$ cat config.mk
export PLATFORM = sky130hd
export DESIGN_NAME = fifo_rd_packer
export DESIGN_NICKNAME = d
export VERILOG_FILES = /design/src/rtl/asyn_fifo_pkg.sv /design/src/rtl/fifo_rd_packer.sv
export SDC_FILE = /design/constraint.sdc
export NUM_CORES = 1
export LEC_CHECK = 0
export ABC_AREA = 1
export CAP_MARGIN = 40
export CORE_MARGIN = 2
export CORE_UTILIZATION = 30
export DETAILED_ROUTE_END_ITERATION = 10
export GPL_TIMING_DRIVEN = 0
export SKIP_LAST_GASP = 1
export SLEW_MARGIN = 20
export SYNTH_ARGS = -nofsm -noshare
export SYNTH_HDL_FRONTEND = slang
export SYNTH_SLANG_ARGS = --single-unit
$ cat constraint.sdc
create_clock -name r_clk -period 6.2 [get_ports r_clk]
set_clock_uncertainty 0.15 [all_clocks]
set_input_delay 1.24 -clock r_clk [delete_from_list [all_inputs] [get_ports r_clk]]
set_output_delay 1.24 -clock r_clk [all_outputs]
set_load 0.005 [all_outputs]
$ cat src/rtl/asyn_fifo_pkg.sv
// rtl/asyn_fifo_pkg.sv - shared types and defaults for the asynchronous FIFO slice
package asyn_fifo_pkg;

  localparam int DEFAULT_DATA_BITS = 10;

  typedef enum logic {PK_FILL, PK_HOLD} rd_pack_state_t;

endpackage

$ cat src/rtl/fifo_rd_packer.sv
// rtl/fifo_rd_packer.sv - packs FWFT FIFO words into wide valid/ready beats
module fifo_rd_packer
  import asyn_fifo_pkg::*;
#(
  parameter int DATA_BITS  = DEFAULT_DATA_BITS,
  parameter int PACK_WORDS = 4,
  parameter int CNT_BITS   = $clog2(PACK_WORDS + 1)
) (
  input  logic                            r_clk,
  input  logic                            r_reset,
  input  logic                            fifo_empty,
  output logic                            fifo_read,
  input  logic [DATA_BITS-1:0]            fifo_data,
  input  logic                            flush,
  output logic                            out_valid,
  input  logic                            out_ready,
  output logic [DATA_BITS*PACK_WORDS-1:0] out_data,
  output logic [CNT_BITS-1:0]             out_count
);

  rd_pack_state_t state, state_nxt;

  logic [PACK_WORDS-1:0][DATA_BITS-1:0] lanes;
  logic [CNT_BITS-1:0]                  idx;
  logic [CNT_BITS-1:0]                  held;
  logic                                 last_word;
  logic                                 begin_hold;
  logic                                 handshake;

  assign fifo_read = (state == PK_FILL) & ~fifo_empty & ~r_reset;
  // A word popped on the flush edge counts toward the partial beat.
  assign held      = idx + CNT_BITS'(fifo_read);
  assign last_word = fifo_read && (idx == CNT_BITS'(PACK_WORDS - 1));
  assign handshake = (state == PK_HOLD) && out_ready;
  assign out_data  = lanes;

  always_comb begin
    state_nxt  = state;
    begin_hold = 1'b0;
    case (state)
      PK_FILL: begin
        if (last_word || (flush && (held != '0))) begin
          state_nxt  = PK_HOLD;
          begin_hold = 1'b1;
        end
      end
      PK_HOLD: begin
        if (out_ready) begin
          state_nxt = PK_FILL;
        end
      end
    endcase
  end

  always_ff @(posedge r_clk) begin
    if (r_reset) begin
      state <= PK_FILL;
    end else begin
      state <= state_nxt;
    end
  end

  always_ff @(posedge r_clk) begin
    if (r_reset) begin
      idx       <= '0;
      out_valid <= 1'b0;
      out_count <= '0;
      lanes     <= '0;
    end else begin
      if (fifo_read) begin
        for (int i = 0; i < PACK_WORDS; i++) begin
          if (idx == CNT_BITS'(i)) begin
            lanes[i] <= fifo_data;
          end
        end
        idx <= idx + 1'b1;
      end
      if (begin_hold) begin
        out_valid <= 1'b1;
        out_count <= held;
        idx       <= '0;
      end
      // Lanes return to zero so a later partial beat pads with zeros.
      if (handshake) begin
        out_valid <= 1'b0;
        out_count <= '0;
        lanes     <= '0;
      end
    end
  end

endmodule

# Yosys cells after proc, flatten, opt, wreduce, memory -nomap -nowiden
# Index checks and enable logic that the tools add are counted.
dict set report totals {
  reg_bits 48
  out_inout_bits 45
  wordCells 34
}
dict set report op_classes {
  addsub 2
  eq_ne 3
  muxes 4
  n_bitwise 5
  n_reduce_logical 12
}
# op n
set ops {}
lappend ops {{AND reduction 2 bit} 4}
lappend ops {{== test 3 x 2 -> 1 bit (second input constant)} 2}
lappend ops {{OR reduction 2 bit} 2}
lappend ops {{adder 3 x 1 -> 3 bit} 1}
lappend ops {{adder 3 x 1 -> 3 bit (second input constant)} 1}
lappend ops {{== test 3 x 1 -> 1 bit (second input constant)} 1}
lappend ops {{logical AND 1 bit} 3}
lappend ops {{zero test 3 bit} 1}
lappend ops {{2-to-1 mux 1 bit} 3}
lappend ops {{inverter 1 bit} 3}
lappend ops {{nonzero test 3 bit} 1}
lappend ops {{AND 1 bit} 2}
lappend ops {{case mux 1 bit (2 select lines)} 1}
lappend ops {{logical OR 1 bit} 1}

# Depth between registers and ports, before layout
dict set report depth {
  ltp_word 10
  ltp_mapped 12
  mapped_depth_nobuf 11
}

# Least setup slack after synthesis
# OpenSTA, ideal clock, no wires.
dict set report synth_path {
  path_type {input to output}
  start {input fifo_empty}
  end {output fifo_read}
  t_arrival_ns 1.777
  setup_slack_ns 3.033
  stages 2
  path_cell_list {nor3_4 -> buf_4}
}
dict set report synth_between {
  elab_chain_cells 3
}
# element line
set synth_rtl {}
lappend synth_rtl {{start: declaration} fifo_rd_packer.sv:11} ;# input logic fifo_empty,
lappend synth_rtl {{inverter 1 bit} fifo_rd_packer.sv:30} ;# assign fifo_read = (state == PK_FILL) & ~fifo_empty & ~r_reset;
lappend synth_rtl {{AND 1 bit (2 in series)} fifo_rd_packer.sv:30}
lappend synth_rtl {{end: declaration} fifo_rd_packer.sv:12} ;# output logic fifo_read,
# No other way between the ends.

# Worst setup path in the final report
# Ends and elaborated chain as after synthesis.

==> results_dict.tcl <==
set metrics [dict create \
    worst_hold_slack_ps 308 \
    rows 28 \
    drive_gt1_share_pct 5.23 \
    place_ws_ps 1910 \
    clkPwrFrac_pct 29.7 \
    seqPwrFrac_pct 54.0 \
    grt_max_degree 16 \
    io_buffer_count 59 \
    cts.path.max_buffers 2 \
    relSlewSlack_pct 51.3 \
    crit_family "buffers and inverters" \
    grt_overflow 0 \
    syn_nets 261 \
    io_pins 60 \
    syn_inst 239 \
    vias_per_cell 4.45 \
    switching_power_uw 164 \
    core_area_sq_um 5960 \
    syn_area_sq_um 1860 \
    final_area_sq_um 2630 \
    cts_tree "yes" \
    internal_power_uw 451 \
    cts_sinks 48 \
    synth_top_area_share_pct 51.8 \
    dpl-instance-area_sq_um 2540 \
    cts_hold_buf 0 \
    path_cells "clkdlybuf4s50_1 -> nor3_4 -> buf_4 -> clkdlybuf4s50_1" \
    rsz0062_at_grt "false" \
    die-area_sq_um 6830 \
    crit_cells 4 \
    finalWorstSetupSlack_ps 1930 \
    status "complete, no violations" \
    ctsHtreeMaxLevel 2 \
    synth_area_leaders "dfxtp_1, nor2_1, o21ai_0" \
    cts_resized 0 \
    slowest_stage "clkdlybuf4s50_1" \
    post-route-period-util_pct 68.8 \
    period_minus_slack_ps 4270 \
    multiInputGateArea_sq_um 786 \
    yosys_warnings 0 \
    p_per_area_nw_per_um2 234 \
    worst_ep_required_time_ps 4810 \
    cts_root_buffer "clkbuf_8" \
    die_y_um 82.7 \
    crit_path_start_kind "primary input" \
    antenna_cells 0 \
    max_freq_mhz 234 \
    path_buf_inv 3 \
    final_antenna_net_count 0 \
    setup_tns_ps 0 \
    post-route-drc-count 0 \
    start_util_pct 31.2 \
    dp_hpwl_mm 3.52 \
    nets 327 \
    min_path_type "register to register" \
    ys_seq_area_share_pct 51.8 \
    clkLatencyLatePin_ps 300 \
    finalSetupViolations 0 \
    path_common_cell "clkdlybuf4s50_1" \
    fillers 633 \
    grt.total_usage_pct 15.8 \
    startpoint "fifo_empty" \
    numCtsBuffers 5 \
    regArea_sq_um 961 \
    post_cts_buffers 0 \
    hold_viol_final 0 \
    crit_type "primary input to output port" \
    grt_pass1_wl_mm 8.02 \
    cp.arrival_ps 2880 \
    combPwrFrac_pct 16.3 \
    drt_iter0_drc 104 \
    gp_congestion 0.751 \
    critPathMaxStageDelay_ps 520 \
    switching_share_pct 26.6 \
    maxCapViolCount 0 \
    syn_to_final_growth_pct 41.6 \
    antenna_found_initial 0 \
    grt_pass1_vias 1654 \
    hold_path.startpoint "out_valid" \
    worst_slew_pin_slew_ps 730 \
    ir_worst_vdd_mv 0.0851 \
    slew_viol_final 0 \
    hold_depth 2 \
    via_count 1697 \
    avgSynthCellArea_sq_um 7.77 \
    die_w_um 82.7 \
    finalPower_uw 615 \
    wl_per_cell_um 12.9 \
    p_leak_uw 0.000957 \
    critPathCaptureType "output port" \
    drt-total-wl_mm 4.91 \
    clkTransAtPathRegs_ps 90 \
    synth.distinct_cells 19 \
    synth-seq-cells 48 \
    first_pass_iters 4 \
    synth_top_area_cell "dfxtp_1" \
    r2r-start "state" \
    r2r.worst_path.cells 11 \
    path_max_fanout 11 \
]
state kept, by name (all words and copies together) (netlist names):
| name | cells |
|---|---|
| idx | 3 |
| out_data | 40 |
| out_valid | 1 |
| out_count | 3 |
| state | 1 |
cell type report:
type	instances	area share, %
Clock buffer	5	2.62
Sequential cell	48	36.6
Clock inverter	3	0.714
Multi-Input combinational cell	164	29.9
Timing Repair Buffer	59	22.5
Buffer	10	1.76
Inverter	17	2.43
Tap cell	75	3.57
final timing paths:
kind | endpoint | slack, ps
worst min-delay path | out_valid | 310
worst max-delay path | fifo_read | 1930
worst min register to register | out_valid | 310
worst max register to register | idx[1] | 3900
cell families (layout without fill, tap and decap cells):
| logic type | Yosys count | count (layout) | synth area share, % |
|---|---|---|---|
| AO/OA/AOI/OAI | 48 | 48 | 12.9 |
| XOR/XNOR | 1 | 1 | 0.472 |
| adder cells (fa/ha/maj) | 7 | 7 | 4.72 |
| buffers and inverters | 27 | 94 | 5.93 |
| flip-flops | 48 | 48 | 51.8 |
| AND/OR/NAND/NOR | 108 | 108 | 24.2 |
worst reg2reg max path: cells and delay by family (launching register included):
family,cells,cell delay (ps)
fa+ha+maj,2,400
buf+inv,1,260
flops,1,360
simple gates,8,1070
cells in the final DEF, fill, tap and decap left out, types with 2 or more instances in the layout:
cell / instances
o21ai_0: 30
a21oi_1: 15
ha_1: 7
clkbuf_2: 2
buf_2: 2
inv_1: 14
dfxtp_1: 48
nand3_1: 16
o21ai_1: 3
clkinv_2: 2
nand2_1: 21
clkdlybuf4s50_1: 59
nor2_1: 67
clkbuf_1: 5
clkinv_1: 3
clkbuf_8: 5
stage by stage:
step                      cells  utilization [%]
after floorplan             239                -
after global placement      373             42.7
after detailed placement    373             42.7
after CTS                   381             44.1
after global routing        381             44.1
final                       381             44.1
synthesized netlist by cell type, drive strengths merged:
cell type,instances
a21oi,15
and2,1
buf,3
clkbuf,7
clkinv,3
dfxtp,48
ha,7
inv,14
nand2,22
nand3,17
nor2,67
nor3,1
o21ai,33
xor2,1
power groups by stage:
stage	Sequential (uW)	Combinational (uW)	Clock, uW
finish	332	100	183
CTS	332	101	188
global placement	339	99.6	0
detailed placement	339	100	0
floorplan	339	47.7	0
global route	334	114	203
routing by layer:
| layer | routed length, um | track usage [%] | up-vias |
|---|---|---|---|
| li1 | - | - | 897 |
| met1 | 2340 | 20.6 | 735 |
| met2 | 2210 | 24.7 | 55 |
| met3 | 252 | 4.24 | 10 |
| met4 | 116 | 6.72 | 0 |
| met5 | 0 | 0 | - |
Note: power is estimated with default switching activity, not from simulation.
